`src/rtl/ifu_fetch.sv`:
```
// Instruction fetch unit: owns the PC, issues one imem request at a time and
// buffers the returned word for decode. Handles redirects and halt.
module ifu_fetch #(
  parameter int unsigned          XLEN   = 32,
  parameter logic [XLEN-1:0]      PC_RST = 32'h8000_0000
) (
  input  logic            clk,
  input  logic            rst_b,
  output logic            imem_req_valid,
  input  logic            imem_req_ready,
  output logic [XLEN-1:0] imem_req_addr,
  input  logic            imem_rsp_valid,
  input  logic [XLEN-1:0] imem_rsp_data,
  output logic            ifu_inst_valid,
  input  logic            ifu_inst_ready,
  output logic [XLEN-1:0] ifu_inst,
  output logic [XLEN-1:0] ifu_pc,
  input  logic            exu_redirect,
  input  logic [XLEN-1:0] exu_redirect_pc,
  input  logic            ifu_halt
);

  typedef enum logic [1:0] {
    IDLE,
    REQ,
    WAIT,
    VALID
  } state_t;

  state_t          state_q, state_d;
  logic [XLEN-1:0] pc_q, pc_d;
  logic            drop_q, drop_d;
  logic [XLEN-1:0] inst_q, inst_d;
  logic [XLEN-1:0] ipc_q, ipc_d;
  logic            req_valid_q;
  logic            inst_valid_q;

  logic [XLEN-1:0] redirect_tgt;
  logic [XLEN-1:0] pc_inc;
  state_t          after_state;

  assign redirect_tgt = {exu_redirect_pc[XLEN-1:2], 2'b00};
  assign pc_inc       = pc_q + XLEN'(4);
  assign after_state  = ifu_halt ? IDLE : REQ;

  always_comb begin
    state_d = state_q;
    pc_d    = pc_q;
    drop_d  = drop_q;
    inst_d  = inst_q;
    ipc_d   = ipc_q;
    unique case (state_q)
      IDLE: begin
        if (exu_redirect) pc_d = redirect_tgt;
        if (!ifu_halt) state_d = REQ;
      end
      REQ: begin
        if (exu_redirect) pc_d = redirect_tgt;
        // An accepted request that collides with a redirect still owes a
        // response; mark it so that response is thrown away.
        if (imem_req_ready) begin
          state_d = WAIT;
          drop_d  = exu_redirect;
        end else if (ifu_halt) begin
          state_d = IDLE;
        end
      end
      WAIT: begin
        if (imem_rsp_valid) begin
          if (exu_redirect) begin
            pc_d    = redirect_tgt;
            drop_d  = 1'b0;
            state_d = after_state;
          end else if (drop_q) begin
            drop_d  = 1'b0;
            state_d = after_state;
          end else begin
            inst_d  = imem_rsp_data;
            ipc_d   = pc_q;
            state_d = VALID;
          end
        end else if (exu_redirect) begin
          pc_d   = redirect_tgt;
          drop_d = 1'b1;
        end
      end
      VALID: begin
        if (exu_redirect) begin
          pc_d    = redirect_tgt;
          state_d = after_state;
        end else if (ifu_inst_ready) begin
          pc_d    = pc_inc;
          state_d = after_state;
        end
      end
      default: state_d = IDLE;
    endcase
  end

  always_ff @(posedge clk) begin
    if (!rst_b) begin
      state_q      <= IDLE;
      pc_q         <= PC_RST;
      drop_q       <= 1'b0;
      inst_q       <= '0;
      ipc_q        <= PC_RST;
      req_valid_q  <= 1'b0;
      inst_valid_q <= 1'b0;
    end else begin
      state_q      <= state_d;
      pc_q         <= pc_d;
      drop_q       <= drop_d;
      inst_q       <= inst_d;
      ipc_q        <= ipc_d;
      req_valid_q  <= (state_d == REQ);
      inst_valid_q <= (state_d == VALID);
    end
  end

  assign imem_req_valid = req_valid_q;
  assign imem_req_addr  = pc_q;
  assign ifu_inst_valid = inst_valid_q;
  assign ifu_inst       = inst_q;
  assign ifu_pc         = ipc_q;

endmodule

```
`config.mk`:
```
export PLATFORM = sky130hd
export DESIGN_NAME = ifu_fetch
export DESIGN_NICKNAME = d
export VERILOG_FILES = /design/src/rtl/ifu_fetch.sv
export SDC_FILE = /design/constraint.sdc
export NUM_CORES = 1
export LEC_CHECK = 0
export CORE_ASPECT_RATIO = 0.6
export CORE_UTILIZATION = 40
export DETAILED_ROUTE_END_ITERATION = 7
export GPL_TIMING_DRIVEN = 1
export PLACE_DENSITY = 0.83
export SLEW_MARGIN = 20
export SYNTH_ARGS = -nofsm -noshare
export SYNTH_HDL_FRONTEND = slang
export SYNTH_SLANG_ARGS = --single-unit
```
`constraint.sdc`:
```
create_clock -name clk -period 2.66 [get_ports clk]
set_input_delay 0.266 -clock clk [delete_from_list [all_inputs] [get_ports clk]]
set_output_delay 0.266 -clock clk [all_outputs]
set_load 0.03 [all_outputs]
```
Word level (Yosys, flattened, before mapping)
Index checks and enable logic that the tools add are counted.
{"block": "totals", "register_bits": 101, "inputBits": 71, "elab_cells": 43}
{"block": "op_classes", "n_addsub": 1, "eq_ne": 9, "mux": 18, "bitwise": 2, "n_reduce_logical": 6}
{"op": "32-bit two-way mux", "n": 3}
{"op": "32-bit one-hot mux with 2 select lines", "n": 1}
{"op": "32-bit by 3-bit adder with 32-bit output (second input constant)", "n": 1}
{"op": "2-bit two-way mux", "n": 8}
{"op": "2-bit one-hot mux with 4 select lines", "n": 1}
{"op": "2-bit equality test (second input constant)", "n": 3}
{"op": "3-bit != test (second input constant)", "n": 2}
{"op": "2-bit by 1-bit equality test with 1-bit output (second input constant)", "n": 2}
{"op": "1-bit two-way mux", "n": 4}
{"op": "4-bit AND reduction", "n": 1}
{"op": "3-bit AND reduction", "n": 1}
{"op": "3-bit OR reduction", "n": 1}
{"op": "2-bit logical NOT", "n": 1}
{"op": "2-bit by 1-bit != test with 1-bit output (second input constant)", "n": 1}
{"op": "2-bit != test (second input constant)", "n": 1}
{"op": "1-bit inverter", "n": 2}
{"op": "1-bit one-hot mux with 2 select lines", "n": 1}
{"op": "2-bit AND reduction", "n": 1}
{"op": "2-bit nonzero test", "n": 1}

Logic depth before layout (Yosys ltp)
Gate-level depths: netlist of run 1.
{"block": "logic_depth", "word_depth": 6, "ltp_mapped": 8, "depth_no_buf": 6}

Worst setup path before layout of run 1
No wires, ideal clock.
{"block": "synth_timing", "kind": "register to register", "start": "reg pc_q[2] (netlist: imem_req_addr[2])", "end": "reg pc_q[28] (netlist: imem_req_addr[28])", "setup_ps": 132, "t_arrival_ps": 2037, "setup_slack_ps": 491, "path_stages_with_launch": 8, "path_buffers": 1, "cell_sequence": "dfxtp_1 > ha_1 > nand3_1 > or4_1 > buf_6 > o31a_1 > o21ai_1 > a21oi_1"}
{"block": "synth_via", "elab_chain_cells": 4}
{"item": "from (decl)", "line": "31", "rtl": "logic [XLEN-1:0] pc_q, pc_d;"}
{"item": "from (signal assigned)", "line": "111", "rtl": "pc_q <= pc_d;"}
{"item": "32-bit by 3-bit adder with 32-bit output", "line": "43", "rtl": "assign pc_inc = pc_q + XLEN'(4);"}
{"item": "32-bit two-way mux", "line": "91", "rtl": "end else if (ifu_inst_ready) begin"}
{"item": "32-bit two-way mux", "line": "88", "rtl": "if (exu_redirect) begin"}
{"item": "32-bit one-hot mux with 2 select lines", "line": "52", "rtl": "unique case (state_q)"}
Every way passes these cells. The select of a mux whose other input is x is not followed.
A chain may end at the register's enable or synchronous reset.

Worst setup path in the final report of run 1
Ends and elaborated chain as after synthesis.

==> results.tsv, run 1 <==
stage	metric	value	unit
die	I/O Pins	169	
min_path	hold crit path type	reg -> reg	
place	dpl cells	794	
clock_tree	CTS H-Tree Depth	3	
grt	initial antenna violation count	0	
synth	Mapped Avg Cell Area	7.91	um^2
route	DR iter-0 viols	330	
route	via-per-instance ratio	5.27	
sta	Final Hold Fails	0	
power	Pleak	2.03	nW
sta	Period minus WS final	2280	ps
critical_path	setup slack, reg-to-reg	380	ps
grt	vias in the first global route	3994	
synth	register bit count reported by yosys	97	
finish	layout cells sized above 1	6.22	%
grt	largest net degree at the start of global routing	48	
grt	gr usage total	23.6	%
critical_path	Setup CP Type	reg -> reg	
critical_path	reg2reg end	imem_req_addr[28]$_SDFFE_PN0P_	
clock_tree	worst skew pair latency	340	ps
die	die width	133	um
synth	FFs w/ async S/R, synth	0	%
route	total wire length	12.5	mm
min_path	hold depth	2	
route	# DRC	0	
clock_tree	CTS clk-pin slew, worst paths	70	ps
clock_tree	postcts setup bufs	0	
critical_path	Crit. End Element	flip-flop	
route	Routed WL per cell	15.5	um
sta	max-slew violations	0	
place	Post-Place Worst Slack	406	ps
clock_tree	clk buf depth	2	
place	port bufs	162	
finish	nets@finish	742	
critical_path	CP max FO	9	
power	PD cells	531	mW/mm^2
power	Design Power	0.00326	W
synth	post-synthesis instance total	518	
route	Routed Antenna Nets	0	
run	Max Cap Viol	0	
sta	fmax	439	MHz
synth	Post-Syn Area	0.00410	mm^2
synth	Seq/Total Area, Yosys	47.4	%
sta	setup TNS	0	ps
clock_tree	PostCTS Resize Cnt	0	
clock_tree	root buffer cell	clkbuf_16	
finish	# diodes	0	
sta	slew margin rel.	50.5	%
sta	worst slew pin tran	740	ps
finish	Area growth, synth to finish	49.5	%
die	Die ar.	0.0107	mm^2
finish	Final Non-Filler Cells	810	
clock_tree	clk sinks	97	
synth	ys flop type	dfxtp_1	
critical_path	R2R cell count	6	
clock_tree	CTS tree	built	
critical_path	Crit path arrival time	2480	ps
critical_path	Crit path required time	2860	ps
place	DPL Wire Length	8.95	mm
critical_path	Setup crit start	imem_req_addr[2]$_SDFFE_PN0P_	
synth	Syn. warnings	0	
synth	area leader, netlist	dfxtp_1	
route	DR pass1 iterations	5	
critical_path	CP endpoint	imem_req_addr[28]$_SDFFE_PN0P_	
grt	first-pass GRT wire length	19.8	mm
outcome	status	complete, no violations	
synth	post-synth top area share	47.4	%
finish	post-route cell area	0.00613	mm^2
clock_tree	CTS Hold Buffers Added	0	
synth	synth top area cells	dfxtp_1 47%, nand2_1 13%, a21oi_1 10%, xnor2_1 2.4%, o21ai_0 2.3%	
place	RePlAce Congestion	0.861	
clock_tree	CTS buffer count	9	
sta	RSZ-0062 raised after global routing	false	
die	Core Box Area	0.00991	mm^2
synth	EDFF count, synth	0	
die	Row Count	28	
die	Vert. Die Dim	80.4	um
critical_path	critical path startpoint category	flip-flop	
route	vias	4271	
sta	Clock Skew	6.65	ps
synth	Netlist cell types	54	
die	starting density of the core	41.3	%
grt	gr ovfl total	0	
place	DP Area	0.00583	mm^2
sta	final worst setup slack	384	ps
sta	final worst-path cycle share	85.6	%
power	Max IR drop VDD	0.367	mV
sta	count of final setup violators	0	
critical_path	Worst R2R Start	imem_req_addr[2]$_SDFFE_PN0P_	
synth_stat cells (2+ instances only):
master and n:
and3_1 5, o21ai_0 19, nand4_1 8, inv_2 3, a22oi_1 3, buf_2 2, buf_4 5, nor3_2 3
mux2i_1 2, inv_1 3, clkbuf_1 25, nor3_1 11, a311oi_1 6, xnor2_1 11, o21ai_1 3, nand3_1 14
o31a_1 3, a211oi_1 2, nor4_1 5, xor2_1 2, o221ai_1 4, nor2_1 25, nand2_1 140, dfxtp_1 97
a21oi_1 84, and4_1 3, a31oi_1 2, nor3b_1 2
cell usage in the layout (no fill, tap or decap), types with 3 or more instances in the layout:
| cell | count |
|---|---|
| clkdlybuf4s50_1 | 162 |
| nand2_1 | 140 |
| dfxtp_1 | 97 |
| a21oi_1 | 84 |
| nor2_1 | 25 |
| o21ai_0 | 19 |
| nand3_1 | 14 |
| xnor2_1 | 11 |
| nor3_1 | 10 |
| buf_4 | 10 |
| clkbuf_16 | 9 |
| nand4_1 | 8 |
| a311oi_1 | 6 |
| and3_1 | 5 |
| nor4_1 | 5 |
| nor3_2 | 4 |
| o221ai_1 | 4 |
| conb_1 | 4 |
| inv_2 | 3 |
| and4_1 | 3 |
| a22oi_1 | 3 |
| o31a_1 | 3 |
| o21ai_1 | 3 |
| inv_1 | 3 |
| clkinv_2 | 3 |
worst min-delay path by stage:
stage,from,endpoint
after global routing,ifu_pc[25]$_SDFFE_PN0P_,ifu_pc[25]$_SDFFE_PN0P_
after CTS,ifu_pc[25]$_SDFFE_PN0P_,ifu_pc[25]$_SDFFE_PN0P_
final,ifu_inst[17]$_SDFFE_PN0P_,ifu_inst[17]$_SDFFE_PN0P_
after floorplan,ifu_halt,imem_req_valid$_SDFF_PN0_
after detailed placement,ifu_pc[25]$_SDFFE_PN0P_,ifu_pc[25]$_SDFFE_PN0P_
after global placement,ifu_inst[14]$_SDFFE_PN0P_,ifu_inst[14]$_SDFFE_PN0P_
worst max-delay path, cell delays in order (launching register included):
cell and delay (ps):
dfxtp_1 460, ha_1 240, nand3_1 150, or4_1 720, o31a_1 370, o21ai_1 130
a21oi_1 70
logic make-up (layout without fill, tap and decap cells):
logic type | count (synthesis) | after routing | share of synthesized area (%)
adders and majority gates | 1 | 1 | 0.305
AOI/OAI and AO/OA | 135 | 135 | 18.9
other | 1 | 4 | 0.0915
buffers and inverters | 42 | 196 | 5.10
xor gates and xnor gates | 13 | 13 | 2.78
muxes | 2 | 2 | 0.488
DFF | 97 | 97 | 47.4
and+or+nand+nor | 227 | 227 | 25.0
layer usage:
layer  vias up  global-route usage (%)  share of wire [%]
li1       2096                       -                  -
met1      1976                    30.7                 45
met2       184                    36.1                 43
met3        15                    9.03                 11
met4         0                    6.90               0.96
met5         -                       0                  0
area by class of cell:
type	instances	area [um^2]
timing repair buffer	174	1740
tap	135	169
clock inverter	7	70.1
fill	868	3780
inverter	6	22.5
multi-input combinational	382	1960
clock buffer	9	225
sequential	97	1940
flip-flops by register name, summed over array words and instances, names as in the netlist:
signal,cells
ifu_inst,32
ifu_pc,30
imem_req_addr,30
state_q,2
drop_q,1
ifu_inst_valid,1
imem_req_valid,1
power by group:
group | switching (W) | internal, W | leakage (nW)
clock | 0.000554 | 0.000728 | 0.146
sequential | 0.0000625 | 0.00149 | 0.790
combinational | 0.000212 | 0.000206 | 1.09
total | 0.000829 | 0.00243 | 2.03
metrics by stage:
stage	util, %	hold slack, ps
after global placement	58.8	442
after CTS	61.8	456
after floorplan	-	342
after detailed placement	58.8	447
final	61.8	454
after global routing	61.8	470
Note: power is estimated with default switching activity, not from simulation.
==> run 2: changes to the inputs <==
- CAP_MARGIN: default -> 10
- CTS_BUF_LIST: default -> sky130_fd_sc_hd__clkbuf_8
- SKIP_CTS_REPAIR_TIMING: default -> 1
==> run 2 against run 1 <==
Maximum frequency decreased by 0.49%; critical path type unchanged; design area decreased by 1.7%; worst setup slack got worse by 11 ps; first-iteration DRC count decreased by 12%; clock-buffer cell count unchanged; via count about the same; sequential share of layout area increased by 0.53 points; power decreased by 10%; die area unchanged; largest cell class unchanged.
==> results.tsv, run 2 (synthesis results as in run 1) <==
stage	metric	value	unit
sta	slew margin rel.	49.2	%
die	I/O Pins	169	
power	Max IR drop VDD	0.340	mV
finish	most frequent cells in the layout	162 x clkdlybuf4s50_1, 140 x nand2_1, 97 x dfxtp_1	
finish	nets@finish	742	
clock_tree	CTS buffer count	9	
route	Routed WL per cell	15.4	um
sta	worst slew pin tran	759	ps
power	PD cells	485	mW/mm^2
critical_path	Crit. End Element	flip-flop	
critical_path	Setup CP Type	reg -> reg	
power	Clock power frac	32.5	%
run	Max Cap Viol	0	
finish	# diodes	0	
place	port bufs	162	
min_path	worst hold start	imem_rsp_data[31]	
sta	max-slew violations	0	
route	Routed Antenna Nets	0	
finish	Area growth, synth to finish	47.1	%
sta	Clock Skew	10.9	ps
route	DR iter-0 viols	292	
die	starting density of the core	41.3	%
outcome	status	complete, no violations	
power	Pleak	1.98	nW
clock_tree	clk buf depth	2	
sta	count of final setup violators	0	
die	Row Count	28	
die	Core Box Area	0.00991	mm^2
power	switching share of power	27.0	%
grt	first-pass GRT wire length	19.8	mm
finish	multi-input logic area	0.00196	mm^2
route	Routed met2 length	5.46	mm
grt	gr usage total	23.5	%
place	RePlAce Congestion	0.861	
critical_path	setup slack, reg-to-reg	370	ps
route	# DRC	0	
power	cell-internal power	0.00213	W
critical_path	Worst R2R Start	imem_req_addr[2]$_SDFFE_PN0P_	
finish	FILL cells	874	
sta	RSZ-0062 raised after global routing	false	
die	Vert. Die Dim	80.4	um
finish	final design utilization	60.8	%
die	Die ar.	0.0107	mm^2
grt	vias in the first global route	4010	
finish	layout cells sized above 1	6.22	%
sta	Final Hold Fails	0	
critical_path	R2R cell count	6	
critical_path	CP max FO	9	
grt	initial antenna violation count	0	
sta	setup TNS	0	ps
clock_tree	CTS clk-pin slew, worst paths	90	ps
power	net switching power	0.000790	W
route	highest routing layer actually used	met4	
critical_path	Crit path arrival time	2510	ps
die	die width	133	um
critical_path	critical path startpoint category	flip-flop	
critical_path	CP peak stage delay	720	ps
route	DR pass1 iterations	7	
finish	FF/Latch Area	0.00194	mm^2
sta	fmax	437	MHz
finish	most common cell after layout, fill and taps aside	clkdlybuf4s50_1	
power	Gate power share	14.3	%
route	via-per-instance ratio	5.27	
clock_tree	CTS tree	built	
grt	gr ovfl total	0	
critical_path	CP Cell Sequence	ha_1 -> nand3_1 -> or4_1 -> o31a_1 -> o21ai_1 -> a21oi_1	
min_path	Hold Path End	ifu_inst[31]$_SDFFE_PN0P_	
clock_tree	clk sinks	97	
critical_path	Crit path required time	2890	ps
clock_tree	worst skew pair latency	360	ps
sta	Period minus WS final	2290	ps
finish	max reg flops	32	
route	total wire length	12.5	mm
route	Routed met1 length	5.59	mm
route	vias	4272	
critical_path	reg2reg end	imem_req_addr[28]$_SDFFE_PN0P_	
critical_path	Slowest-stage cell, CP	or4_1	
route	WL met3	1.36	mm
sta	final worst-path cycle share	86.0	%
clock_tree	CTS H-Tree Depth	3	
min_path	hold depth	3	
grt	largest net degree at the start of global routing	48	
power	sequential power share	53.2	%
min_path	hold crit path type	in -> reg	
clock_tree	root buffer cell	clkbuf_8	
place	DPL Wire Length	8.95	mm
==> run 2: cell count changes in the layout (fill, tap and decap cells not counted) <==
cell / change
clkbuf_16: -9
clkbuf_8: +9
==> run 2: worst max-delay path by stage <==
stage                                             start                             end  slack [ps]
after floorplan           imem_req_addr[2]$_SDFFE_PN0P_  imem_req_addr[28]$_SDFFE_PN0P_         490
after global placement    imem_req_addr[2]$_SDFFE_PN0P_  imem_req_addr[28]$_SDFFE_PN0P_         500
after detailed placement  imem_req_addr[2]$_SDFFE_PN0P_  imem_req_addr[28]$_SDFFE_PN0P_         410
after CTS                 imem_req_addr[2]$_SDFFE_PN0P_  imem_req_addr[28]$_SDFFE_PN0P_         370
after global routing      imem_req_addr[2]$_SDFFE_PN0P_  imem_req_addr[28]$_SDFFE_PN0P_         190
final                     imem_req_addr[2]$_SDFFE_PN0P_  imem_req_addr[28]$_SDFFE_PN0P_         370
==> run 2: cell type report <==
| type | instances | area share, % |
|---|---|---|
| multi-input combinational | 382 | 32.6 |
| tap | 135 | 2.80 |
| sequential | 97 | 32.2 |
| clock inverter | 7 | 1.16 |
| inverter | 6 | 0.374 |
| timing repair buffer | 174 | 28.8 |
| clock buffer | 9 | 2.05 |
==> run 2: per-layer routing <==
metal  up-vias  global-route usage (%)
met4         0                    6.21
met3        12                    9.03
met2       202                    36.6
met5         -                       0
li1       2087                       -
met1      1971                    30.3
==> run 2: power groups by stage <==
stage	Combinational [W]	Sequential, W	Clock [W]
global placement	0.000409	0.00158	0
floorplan	0.000129	0.00165	0
finish	0.000419	0.00156	0.000950
global route	0.000445	0.00156	0.00101
detailed placement	0.000416	0.00159	0
CTS	0.000418	0.00155	0.000978
==> run 2: critical path: cells and delay by family, from the launching register on <==
| kind | cells | cell delay, ps |
|---|---|---|
| flip-flops | 1 | 470 |
| adder cells (fa/ha/maj) | 1 | 250 |
| AO/OA/AOI/OAI | 3 | 570 |
| AND/OR/NAND/NOR | 2 | 870 |
==> run 2: through the flow <==
stage | setup WS, ps | hold slack (ps) | cell area (um^2) | power [W] | std cells
6_report | 373 | 446 | 6030 | 0.00292 | 810
5_1_grt | 185 | 447 | 6030 | 0.00302 | 810
4_1_cts | 373 | 424 | 6030 | 0.00295 | 810
3_5_place_dp | 406 | 447 | 5830 | 0.00200 | 794
3_3_place_gp | 496 | 442 | 5830 | 0.00199 | 794
2_1_floorplan | 491 | 342 | 4110 | 0.00178 | 521
==> run 3: changes to the inputs <==
- CORE_UTILIZATION: 40 -> 44
- GPL_ROUTABILITY_DRIVEN: default -> 0
- PLACE_DENSITY: 0.83 -> 0.9
- SLEW_MARGIN: 20 -> default
==> run 3 against run 2 <==
Register-to-register slack better by 20 ps; power decreased by 2.1%; sequential share of layout area increased by 0.32 points; critical path type unchanged.
==> results.tsv, run 3 (synthesis results as in run 1) <==
stage	metric	value	unit
finish	# diodes	0	
sta	Clock Skew	12.1	ps
power	sequential power share	54.4	%
finish	Area growth, synth to finish	45.6	%
place	dpl cells	772	
finish	most frequent cells in the layout	162 x clkdlybuf4s50_1, 140 x nand2_1, 97 x dfxtp_1	
power	net switching power	0.000757	W
route	total wire length	12.9	mm
critical_path	Setup CP Type	reg -> reg	
power	switching share of power	26.5	%
route	DR pass1 iterations	5	
sta	slew margin rel.	54.6	%
route	# DRC	0	
critical_path	CP max FO	9	
die	Row Count	26	
route	Routed Antenna Nets	0	
clock_tree	CTS tree	built	
outcome	status	complete, no violations	
power	Clock power frac	31.1	%
power	Pleak	1.98	nW
min_path	hold crit path type	in -> reg	
die	die width	127	um
sta	max-slew violations	0	
clock_tree	CTS clk-pin slew, worst paths	90	ps
power	Gate power share	14.5	%
finish	Final Non-Filler Cells	787	
clock_tree	root buffer cell	clkbuf_8	
grt	vias in the first global route	4127	
run	Max Cap Viol	0	
power	cell-internal power	0.00210	W
die	Core Box Area	0.00878	mm^2
place	port bufs	162	
finish	layout cells sized above 1	6.22	%
critical_path	Crit. End Element	flip-flop	
critical_path	critical path startpoint category	flip-flop	
finish	max reg flops	32	
route	via-per-instance ratio	5.50	
route	vias	4326	
sta	RSZ-0062 raised after global routing	false	
route	Routed met2 length	5.89	mm
sta	Final Hold Fails	0	
route	WL met3	1.43	mm
route	highest routing layer actually used	met4	
route	Routed met1 length	5.40	mm
finish	most common cell after layout, fill and taps aside	clkdlybuf4s50_1	
grt	first-pass GRT wire length	20.5	mm
critical_path	Crit path arrival time	2500	ps
clock_tree	worst skew pair latency	370	ps
sta	worst slew pin tran	679	ps
clock_tree	CTS H-Tree Depth	3	
finish	nets@finish	743	
sta	setup TNS	0	ps
die	starting density of the core	46.7	%
sta	count of final setup violators	0	
critical_path	Crit path required time	2890	ps
sta	Hold WS	446	ps
route	Routed WL per cell	16.3	um
sta	final worst-path cycle share	85.1	%
grt	gr ovfl total	0	
clock_tree	CTS buffer count	9	
route	DR iter-0 viols	347	
sta	Period minus WS final	2260	ps
sta	final worst setup slack	396	ps
grt	initial antenna violation count	0	
die	Vert. Die Dim	76.8	um
die	I/O Pins	169	
place	DPL Wire Length	9.49	mm
die	Die ar.	0.00972	mm^2
sta	fmax	442	MHz
grt	largest net degree at the start of global routing	36	
grt	gr usage total	26.9	%
clock_tree	clk sinks	97	
clock_tree	clk buf depth	2	
power	PD cells	479	mW/mm^2
place	Post-Place Worst Slack	412	ps
power	Max IR drop VDD	0.348	mV
==> run 3: cell count changes in the layout (fill, tap and decap cells not counted), sizes merged <==
cell / previous run / this run
buf: 12 / 13
bufinv: 1 / 0
clkbuf: 9 / 12
clkinv: 4 / 3
clkinvlp: 1 / 0
inv: 7 / 6
==> run 3: area by class of cell <==
type,instances,area [um^2]
inverters,6,22.5
multi-input cells,382,1960
flip-flops and latches,97,1940
repair buffers,175,1720
clock buffers,12,165
fillers,707,2820
clock inverters,3,15.0
well taps,112,140
==> run 3: per-stage QoR <==
stage               area, um^2  power (W)  utilization, %
finish                    5970    0.00286            67.9
global placement          5790    0.00199            65.9
CTS                       5970    0.00288            67.9
global route              5970    0.00298            67.9
detailed placement        5790    0.00200            65.9
floorplan                 4110    0.00178               -
==> run 3: metal layers <==
layer / vias to the layer above / track usage (%)
met5: - / 0
met4: 0 / 7.71
met3: 18 / 10.6
met2: 234 / 43.7
met1: 1985 / 33.1
li1: 2089 / -
==> run 3: worst paths after layout <==
check	start	endpoint	slack, ps	cells past startpoint
min	imem_rsp_data[1]	ifu_inst[1]$_SDFFE_PN0P_	450	3
max	imem_req_addr[2]$_SDFFE_PN0P_	imem_req_addr[28]$_SDFFE_PN0P_	400	6
max reg2reg	imem_req_addr[2]$_SDFFE_PN0P_	imem_req_addr[28]$_SDFFE_PN0P_	400	6
min reg2reg	ifu_pc[27]$_SDFFE_PN0P_	ifu_pc[27]$_SDFFE_PN0P_	460	2
==> run 3: worst max-delay path, stage by stage, from the launching register on <==
cell and delay, ps:
dfxtp_1 460, ha_1 230, nand3_1 150, or4_1 720, o31a_1 370, o21ai_1 130
a21oi_1 70
==> run 3: power by group through the flow <==
stage | combinational (W) | clock (W) | sequential, W
2_1_floorplan | 0.000129 | 0 | 0.00165
3_3_place_gp | 0.000405 | 0 | 0.00158
3_5_place_dp | 0.000413 | 0 | 0.00159
4_1_cts | 0.000415 | 0.000913 | 0.00155
5_1_grt | 0.000442 | 0.000976 | 0.00156
6_report | 0.000416 | 0.000889 | 0.00156
